### src/rtl/lsu_pkg.sv
// Shared types for the MIPS load/store unit: op encoding, sizes, FSM states.
// Helpers normalise illegal op codes and handle sub-word alignment.
package lsu_pkg;

    typedef enum logic [3:0] {
        LB  = 4'b0000,
        LH  = 4'b0001,
        LW  = 4'b0010,
        LBU = 4'b0100,
        LHU = 4'b0101,
        SB  = 4'b1000,
        SH  = 4'b1001,
        SW  = 4'b1010
    } lsu_op_t;

    localparam int STORE_BIT    = 3;
    localparam int UNSIGNED_BIT = 2;

    localparam logic [1:0] SZ_B = 2'b00;
    localparam logic [1:0] SZ_H = 2'b01;
    localparam logic [1:0] SZ_W = 2'b10;

    typedef enum logic [2:0] {
        S_IDLE,
        S_RD,
        S_WAIT,
        S_WR,
        S_RESP
    } lsu_state_t;

    // Unknown codes behave as LW.
    function automatic lsu_op_t norm_op(input logic [3:0] op);
        case (op)
            4'b0000, 4'b0001, 4'b0010, 4'b0100,
            4'b0101, 4'b1000, 4'b1001, 4'b1010:
                norm_op = lsu_op_t'(op);
            default:
                norm_op = LW;
        endcase
    endfunction

    function automatic logic misaligned(input lsu_op_t op,
                                        input logic [31:0] a);
        misaligned = (op[1:0] == SZ_H && a[0]) ||
                     (op[1:0] == SZ_W && a[1:0] != 2'b00);
    endfunction

    function automatic logic [31:0] align_addr(input lsu_op_t op,
                                               input logic [31:0] a);
        align_addr = a;
        if (op[1:0] == SZ_H) align_addr[0] = 1'b0;
        if (op[1:0] == SZ_W) align_addr[1:0] = 2'b00;
    endfunction

endpackage

### src/rtl/lsu_lane_align.sv
// Little-endian lane logic: load extract/extend and sub-word store merge.
// Purely combinational; the top feeds it the captured word and request.
module lsu_lane_align
    import lsu_pkg::*;
(
    input  logic [1:0]  size,
    input  logic        uns,
    input  logic [1:0]  off,
    input  logic [31:0] word,
    input  logic [31:0] wdata,
    output logic [31:0] load_data,
    output logic [31:0] merge_word
);

    logic [7:0]  lane_b;
    logic [15:0] lane_h;

    always_comb begin
        lane_b     = word[{off, 3'b000} +: 8];
        lane_h     = word[{off[1], 4'b0000} +: 16];
        load_data  = word;
        merge_word = word;
        case (size)
            SZ_B: begin
                load_data = {{24{lane_b[7] & ~uns}}, lane_b};
                merge_word[{off, 3'b000} +: 8] = wdata[7:0];
            end
            SZ_H: begin
                load_data = {{16{lane_h[15] & ~uns}}, lane_h};
                merge_word[{off[1], 4'b0000} +: 16] = wdata[15:0];
            end
            default: ;
        endcase
    end

endmodule

### src/rtl/load_store_unit.sv
// Memory-stage load/store initiator with read-modify-write for SB/SH.
// Optional LSU_MISALIGN_TRAP_EN: misaligned H/W accesses answer resp_err.
module load_store_unit
    import lsu_pkg::*;
#(
    parameter int MEM_WORDS = 1024,
    parameter int READ_LAT  = 1
) (
    input  logic        clk,
    input  logic        reset,
    input  logic        req_valid,
    output logic        req_ready,
    input  logic [3:0]  req_op,
    input  logic [31:0] req_addr,
    input  logic [31:0] req_wdata,
    output logic        resp_valid,
    output logic [31:0] resp_rdata,
    output logic        resp_err,
    output logic        mem_read,
    output logic        mem_write,
    output logic [31:0] mem_addr,
    output logic [31:0] mem_wdata,
    input  logic [31:0] mem_rdata
);

    localparam int IW = $clog2(MEM_WORDS);
    localparam logic [2:0] LAST = 3'(READ_LAT - 1);

    lsu_state_t state, state_nx;
    lsu_op_t    op_q, op_in;
    logic [31:0] addr_q, wdata_q, data_q, addr_in;
    logic [31:0] load_data, merge_word, word_idx;
    logic [2:0]  cnt;
    logic        err_q, mis_in, accept, is_store, last;
    logic        unused_addr;

    assign op_in    = norm_op(req_op);
    assign accept   = req_valid && state == S_IDLE;
    assign is_store = op_q[STORE_BIT];
    assign last     = cnt == LAST;
    assign word_idx = {{(32 - IW){1'b0}}, addr_q[IW+1:2]};
    assign unused_addr = ^addr_q[31:IW+2];

`ifdef LSU_MISALIGN_TRAP_EN
    assign mis_in  = misaligned(op_in, req_addr);
    assign addr_in = req_addr;
`else
    assign mis_in  = 1'b0;
    assign addr_in = align_addr(op_in, req_addr);
`endif

    lsu_lane_align u_align (
        .size       (op_q[1:0]),
        .uns        (op_q[UNSIGNED_BIT]),
        .off        (addr_q[1:0]),
        .word       (data_q),
        .wdata      (wdata_q),
        .load_data  (load_data),
        .merge_word (merge_word)
    );

    always_ff @(posedge clk or negedge reset) begin
        if (!reset) state <= S_IDLE;
        else        state <= state_nx;
    end

    always_comb begin
        state_nx = state;
        case (state)
            S_IDLE: if (req_valid) begin
                if (mis_in)          state_nx = S_RESP;
                else if (op_in == SW) state_nx = S_WR;
                else                 state_nx = S_RD;
            end
            S_RD:   state_nx = S_WAIT;
            S_WAIT: if (last) state_nx = is_store ? S_WR : S_RESP;
            S_WR:   state_nx = S_RESP;
            S_RESP: state_nx = S_IDLE;
            default: state_nx = S_IDLE;
        endcase
    end

    always_ff @(posedge clk or negedge reset) begin
        if (!reset) begin
            op_q    <= LW;
            addr_q  <= '0;
            wdata_q <= '0;
            data_q  <= '0;
            cnt     <= '0;
            err_q   <= 1'b0;
        end else if (accept) begin
            op_q    <= op_in;
            addr_q  <= addr_in;
            wdata_q <= req_wdata;
            err_q   <= mis_in;
            cnt     <= '0;
        end else if (state == S_WAIT) begin
            cnt <= cnt + 3'd1;
            if (last) data_q <= mem_rdata;
        end
    end

    always_comb begin
        req_ready  = 1'b0;
        resp_valid = 1'b0;
        resp_rdata = '0;
        resp_err   = 1'b0;
        mem_read   = 1'b0;
        mem_write  = 1'b0;
        mem_addr   = '0;
        mem_wdata  = '0;
        case (state)
            S_IDLE: req_ready = 1'b1;
            S_RD: begin
                mem_read = 1'b1;
                mem_addr = word_idx;
            end
            S_WR: begin
                mem_write = 1'b1;
                mem_addr  = word_idx;
                mem_wdata = (op_q == SW) ? wdata_q : merge_word;
            end
            S_RESP: begin
                resp_valid = 1'b1;
                resp_err   = err_q;
                if (!is_store && !err_q) resp_rdata = load_data;
            end
            default: ;
        endcase
    end

endmodule

### config.mk
export PLATFORM = sky130hd
export DESIGN_NAME = load_store_unit
export DESIGN_NICKNAME = d
export VERILOG_FILES = /design/src/rtl/lsu_pkg.sv /design/src/rtl/lsu_lane_align.sv /design/src/rtl/load_store_unit.sv
export SDC_FILE = /design/constraint.sdc
export NUM_CORES = 1
export LEC_CHECK = 0
export CAP_MARGIN = 25
export CORE_ASPECT_RATIO = 1.1
export CORE_UTILIZATION = 39
export DETAILED_ROUTE_END_ITERATION = 8
export DONT_BUFFER_PORTS = 1
export RECOVER_POWER = 50
export SLEW_MARGIN = 20
export SYNTH_ARGS = -nofsm -noshare
export SYNTH_HDL_FRONTEND = slang
export SYNTH_SLANG_ARGS = --single-unit
### constraint.sdc
create_clock -name clk -period 4.7 [get_ports clk]
set_input_delay 0.705 -clock clk [delete_from_list [all_inputs] [get_ports clk]]
set_output_delay 0.705 -clock clk [all_outputs]
set_load 0.02 [all_outputs]
# Yosys cells after proc, flatten, opt, wreduce, memory -nomap -nowiden
# Cells that the tools add are included.
word_totals:
  reg_bits: 86
  inputBits: 103
  elab_cells: 70
classes:
  addsub: 3
  eq_ne: 18
  shifts: 6
  muxes: 23
  bitwise_logic: 4
  n_reduce_logical: 10
ops:
  columns: ["operator", "count"]
  rows:
  - ["32-bit 2-to-1 mux", 4]
  - ["32-bit one-hot mux with 2 select lines", 2]
  - ["32-bit bitwise mux", 2]
  - ["16-bit by 7-bit variable shift with 32-bit output, first input constant", 1]
  - ["8-bit by 7-bit variable shift with 32-bit output, first input constant", 1]
  - ["16-bit by 7-bit variable part select with 32-bit output", 1]
  - ["32-bit by 6-bit variable part select with 16-bit output", 1]
  - ["32-bit by 6-bit variable part select with 8-bit output", 1]
  - ["8-bit by 7-bit variable part select with 32-bit output", 1]
  - ["4-bit equality test, second input constant", 5]
  - ["3-bit 2-to-1 mux", 5]
  - ["5-bit negator with 7-bit output", 2]
  - ["3-bit one-hot mux with 4 select lines", 1]
  - ["10-bit 2-to-1 mux", 1]
  - ["4-bit by 3-bit equality test with 1-bit output, second input constant", 2]
  - ["8-bit OR reduction", 1]
  - ["3-bit by 2-bit equality test with 1-bit output, second input constant", 2]
  - ["3-bit logical NOT", 2]
  - ["1-bit 2-to-1 mux", 5]
  - ["2-bit by 1-bit equality test with 1-bit output, second input constant", 2]
  - ["4-bit by 1-bit equality test with 1-bit output, second input constant", 1]
  - ["4-bit by 2-bit equality test with 1-bit output, second input constant", 1]
  - ["4-bit logical NOT", 1]
  - ["2-bit 2-to-1 mux", 2]
  - ["14 further kinds", 17]

# Logic depth before layout (Yosys ltp)
depth:
  word_depth: 7
  depth_mapped: 9

# By module
# A second synthesis with hierarchy kept.
hier_totals:
  hier_cells: 718
  hier_area_um2: 6028.3
modules_own_cells:
  columns: ["mod", "instances", "cells_each", "area_each_um2", "seq_area_each_um2"]
  rows:
  - ["load_store_unit", 1, 487, 4317.9, 2153.3]
  - ["lsu_lane_align", 1, 231, 1710.4, 0.0]

# Worst setup path before layout
# OpenSTA, ideal clock, no wires.
synth_path:
  kind: "reg-to-output"
  startpoint: "register addr_q[0]"
  endpoint: "output port mem_wdata[24]"
  arrival_time_ns: 2.365
  t_required_ns: 3.995
  setup_slack_ns: 1.630
  stages_incl_launch_ff: 9
  cell_sequence: "dfrtp_1 > buf_4 > buf_2 > inv_1 > ha_1 > or4b_4 > nor3b_4 > nand2_1 > a21oi_1"
synth_via:
  elab_chain_cells: 6
  word_cells_on_any_way: 7
  cone_classes: "add/sub (1); shift (2); mux (4)"
synth_rtl:
  columns: ["item", "line_no", "source"]
  rows:
  - ["from (decl)", "load_store_unit.sv:31", "logic [31:0] addr_q, wdata_q, data_q, addr_in;"]
  - ["from (signal assigned)", "load_store_unit.sv:93", "addr_q <= addr_in;"]
  - ["5-bit negator with 7-bit output (*)", "lsu_lane_align.sv:26", "merge_word[{off, 3'b000} +: 8] = wdata[7:0];"]
  - ["8-bit by 7-bit variable part select with 32-bit output or 8-bit by 7-bit variable shift with 32-bit output (tied branches)", "lsu_lane_align.sv:26", null]
  - ["32-bit bitwise mux (*)", "lsu_lane_align.sv:26", null]
  - ["32-bit one-hot mux with 2 select lines (*)", "lsu_lane_align.sv:23", "case (size)"]
  - ["32-bit 2-to-1 mux (*)", "load_store_unit.sv:121", "mem_wdata = (op_q == SW) ? wdata_q : merge_word;"]
  - ["32-bit 2-to-1 mux (*)", "load_store_unit.sv:112", "case (state)"]
  - ["to (decl)", "load_store_unit.sv:22", "output logic [31:0] mem_wdata,"]
# Every way passes the cells marked *; elsewhere a longest branch is shown, timed or not.

# Worst setup path in the final report
layout_path:
  startpoint: "register addr_q[1]"
  endpoint: "output port mem_wdata[30]"
layout_via:
  elab_chain_cells: 6
  word_cells_on_any_way: 11
  cone_classes: "add/sub (2); shift (4); mux (5)"
layout_rtl:
  columns: ["item", "line_no", "source"]
  rows:
  - ["5-bit negator with 7-bit output (on tied branches)", "lsu_lane_align.sv:30, lsu_lane_align.sv:26", null]
  - ["16-bit by 7-bit variable part select with 32-bit output, or another cell as far along", "lsu_lane_align.sv:30", "merge_word[{off[1], 4'b0000} +: 16] = wdata[15:0];"]
  - ["32-bit bitwise mux (on tied branches)", "lsu_lane_align.sv:30, lsu_lane_align.sv:26", null]
  - ["32-bit one-hot mux with 2 select lines (*)", "lsu_lane_align.sv:23", null]
  - ["32-bit 2-to-1 mux (*)", "load_store_unit.sv:121", null]
  - ["32-bit 2-to-1 mux (*)", "load_store_unit.sv:112", null]
# Marked as above.

==> run_results.csv <==
group,metric,value,unit
synth,ys_warn_count,0,
sta,holdWs,0.0577,ns
synth,ys_async_sr_fraction,1.00,
floorplan,dieHeight,125,µm
critical_path,r2r_slack,2.02,ns
layout,final_util,0.428,
routing,viasPerCell,5.79,
critical_path,reg2reg_to,"op_q[1]",
synth,synth.area.mux_share,0.103,
floorplan,start_util,0.402,
routing,drc,0,
layout,regArea,2150,µm²
critical_path,crit_type,"reg2out",
outcome,violations,"max-capacitance violations, max-slew violations",
layout,antenna_cells,0,
clock_network,cts_sinks,86,
synth,synth-xor-area-share,0,
global_routing,grt_pass1_wl,24400,µm
floorplan,dieArea,14100,µm²
power_and_ir_drop,vdd_ir_drop_max,0.000196,V
sta,fin_crit,4.04,ns
clock_network,post_cts_buffers,0,
place,dp_cells,756,
floorplan,chipWidth,113,µm
routing,drtPass1Iterations,4,
clock_network,cts_made_buffers,9,
synth,synth_top_family_by_area,"simple AND/OR/NAND/NOR gates",
synth,synth-seq-area-share,0.404,
layout,nets,694,
layout,instances_no_fill,772,
synth,synthSimpleGateAreaFrac,0.231,
routing,route.antenna.remaining_nets,0,
synth,synth.most_common_cell,"nand2_1",
layout,multi_input_area,2890,µm²
routing,drt_iter0_markers,317,
layout,fillCellCount,1322,
synth,yosysUniqueCellTypes,56,
place,dp_hpwl,11500,µm
critical_path,reg2reg_from,"state[1]",
place,place_ws,1.03,ns
sta,slew_violations,80,
routing,drt_wl_total,15600,µm
sta,rsz0062_at_grt,"false",
job,drv_cap,2,
critical_path,worstSetupStartpoint,"addr_q[1]",
floorplan,coreArea,13300,µm²
clock_network,clk_path_buf_depth,2,
critical_path,path_buf_inv,1,
critical_path,crit_required,3.99,ns
clock_network,htreeDepth,3,
layout,final_layout_size_suffix_gt1_frac,0.0867,
power_and_ir_drop,power_leakage,2.59,nW
critical_path,crit_arrival,3.34,ns
global_routing,grt_max_degree,87,
min_path,hold_class,"in2async",
synth,ys_seq_elements,86,
synth,synth_common_cells,"153 x nand2_1, 85 x dfrtp_1, 32 x nor2_1",
critical_path,crit_family,"simple AND/OR/NAND/NOR gates",
routing,wire_per_inst,20.2,µm
clock_network,cts_resized,0,
global_routing,antenna_found_initial,0,
sta,tightest_slew,1.91,ns
sta,fin_setup_tns,0,ns
floorplan,io_pins,204,
synth,yosys_most_used_dff,"dfrtp_1",
clock_network,worstSkewPairLatency,0.34,ns
critical_path,max_stage_delay,0.92,ns
sta,fin_skew,0.00800,ns
sta,hold_viol,0,
clock_network,root_buffer,"clkbuf_16",
clock_network,cts_tree,"done",
sta,setup_violations,0,
outcome,status,"complete, but fails checks",
sta,max_slew_margin,-0.273,
critical_path,ff2ff_path_depth,4,
global_routing,grt_usage,0.227,
place,numPortBuffers,0,
floorplan,num_rows,44,
critical_path,crit_chain,"inv_2 -> ha_1 -> or4b_4 -> nor3b_4 -> nand2_1 -> a21oi_1",
layout,area_growth_syn_to_layout,6.52,%
critical_path,slowest_stage,"dfrtp_1",
sta,fmax,0.247,GHz
synth,synth_top_area_share,0.399,
sta,worst_slack,0.658,ns
critical_path,critPathLaunchType,"register",
sta,finalCritPeriodShare,0.860,
synth,synth_area_leaders,"dfrtp_1 40%, nand2_1 11%, mux2_1 6.1%, buf_4 3.5%, mux4_2 3.0%",
synth,synth-compound-area-share,0.172,
synth,synth_top_area_cell,"dfrtp_1",
synth,synth_area,5330,µm²
routing,vias,4468,
clock_network,clkTransAtPathRegs,0.06,ns
synth,synth_edf_count,0,
critical_path,cp_max_fo,24,
global_routing,grt-ovfl-total,0,
global_routing,grt_pass1_vias,4308,
power_and_ir_drop,powerDensity,740,nW/µm²
clock_network,cts_hold_buf,0,
synth,syn-instance-count,600,
critical_path,worst_setup_path_end_kind,"primary output",
synth,synthAdderAreaFrac,0.0164,
place,gp_congestion,0.977,
synth,avgSynthCellArea,8.89,µm²
==> sequential cells by signal, summed over array words and instances, names as in the netlist <==
signal,flops
data_q,32
wdata_q,32
addr_q,12
op_q,4
cnt,3
state,3
==> layer usage <==
layer / wire [µm] / vias up / share of wire / global-route usage
met5: 0 / - / 0 / 0
met4: 551 / 0 / 0.035 / 0.0983
met3: 1120 / 36 / 0.072 / 0.0545
met2: 7330 / 218 / 0.47 / 0.363
met1: 6580 / 2184 / 0.42 / 0.292
li1: - / 2030 / - / -
==> layout make-up <==
type | count | share of cell area
Multi-Input combinational cell | 464 | 0.509
Sequential cell | 86 | 0.379
Clock buffer | 11 | 0.0445
Tap cell | 184 | 0.0405
Timing Repair Buffer | 14 | 0.0172
Inverter | 9 | 0.00595
Clock inverter | 4 | 0.00397
==> through the flow <==
step	instance area, µm²	total power (W)
2_1_floorplan	5410	0.00301
3_3_place_gp	5410	0.00346
3_5_place_dp	5410	0.00353
4_1_cts	5680	0.00420
5_1_grt	5680	0.00449
6_report	5680	0.00421
==> power breakdown <==
group          switching (W)  internal, W  leakage, nW
logic                0.00110     0.000756         1.40
clock network       0.000277     0.000381        0.137
registers           0.000586      0.00110         1.05
==> cell families (layout without fill, tap and decap cells) <==
logic type,after synthesis,after routing
other,1,23
flip-flops,86,86
multiplexers,42,42
AO/OA/AOI/OAI,131,131
AND/OR/NAND/NOR,261,261
buffers and inverters,72,38
adder cells (fa/ha/maj),7,7
==> worst max path at each step <==
stage	end	cells after the start	slack [ns]
final	mem_wdata[30]	6	0.66
after global routing	mem_wdata[30]	6	0.45
after CTS	mem_wdata[27]	6	0.66
after detailed placement	mem_wdata[27]	6	1.03
after global placement	mem_wdata[27]	6	1.09
after floorplan	mem_wdata[24]	8	1.63
==> worst register-to-register path: cells and delay by family (launching register included) <==
kind / cells / cell delay [ns]
and+or+nand+nor: 2 / 0.35
AOI/OAI and AO/OA: 1 / 0.28
buffers and inverters: 1 / 1.36
DFF: 1 / 0.54
==> cell usage in the layout (no fill, tap or decap), types with 3 or more instances in the layout <==
| cell | Yosys | final |
|---|---|---|
| nand2b_1 | 12 | 12 |
| nand3_1 | 7 | 7 |
| and2_1 | 19 | 18 |
| a22oi_1 | 7 | 7 |
| and3b_1 | 3 | 3 |
| a2bb2oi_1 | 6 | 6 |
| mux4_2 | 7 | 7 |
| conb_1 | 1 | 23 |
| o21ai_1 | 6 | 6 |
| mux2_1 | 29 | 29 |
| clkbuf_16 | 0 | 9 |
| dfrtp_1 | 85 | 85 |
| mux2_2 | 4 | 4 |
| o21ai_0 | 25 | 25 |
| a31oi_1 | 7 | 7 |
| buf_4 | 25 | 12 |
| a21o_1 | 19 | 19 |
| a221oi_1 | 17 | 17 |
| a2111oi_1 | 0 | 7 |
| clkinv_2 | 0 | 3 |
| nor3_1 | 14 | 15 |
| a21oi_1 | 16 | 16 |
| inv_1 | 7 | 7 |
| ha_1 | 7 | 7 |
| a221o_1 | 8 | 8 |
| nor2_1 | 32 | 32 |
| nand2_1 | 153 | 153 |
| o22ai_1 | 7 | 7 |
(Power assumes the default switching activity.)
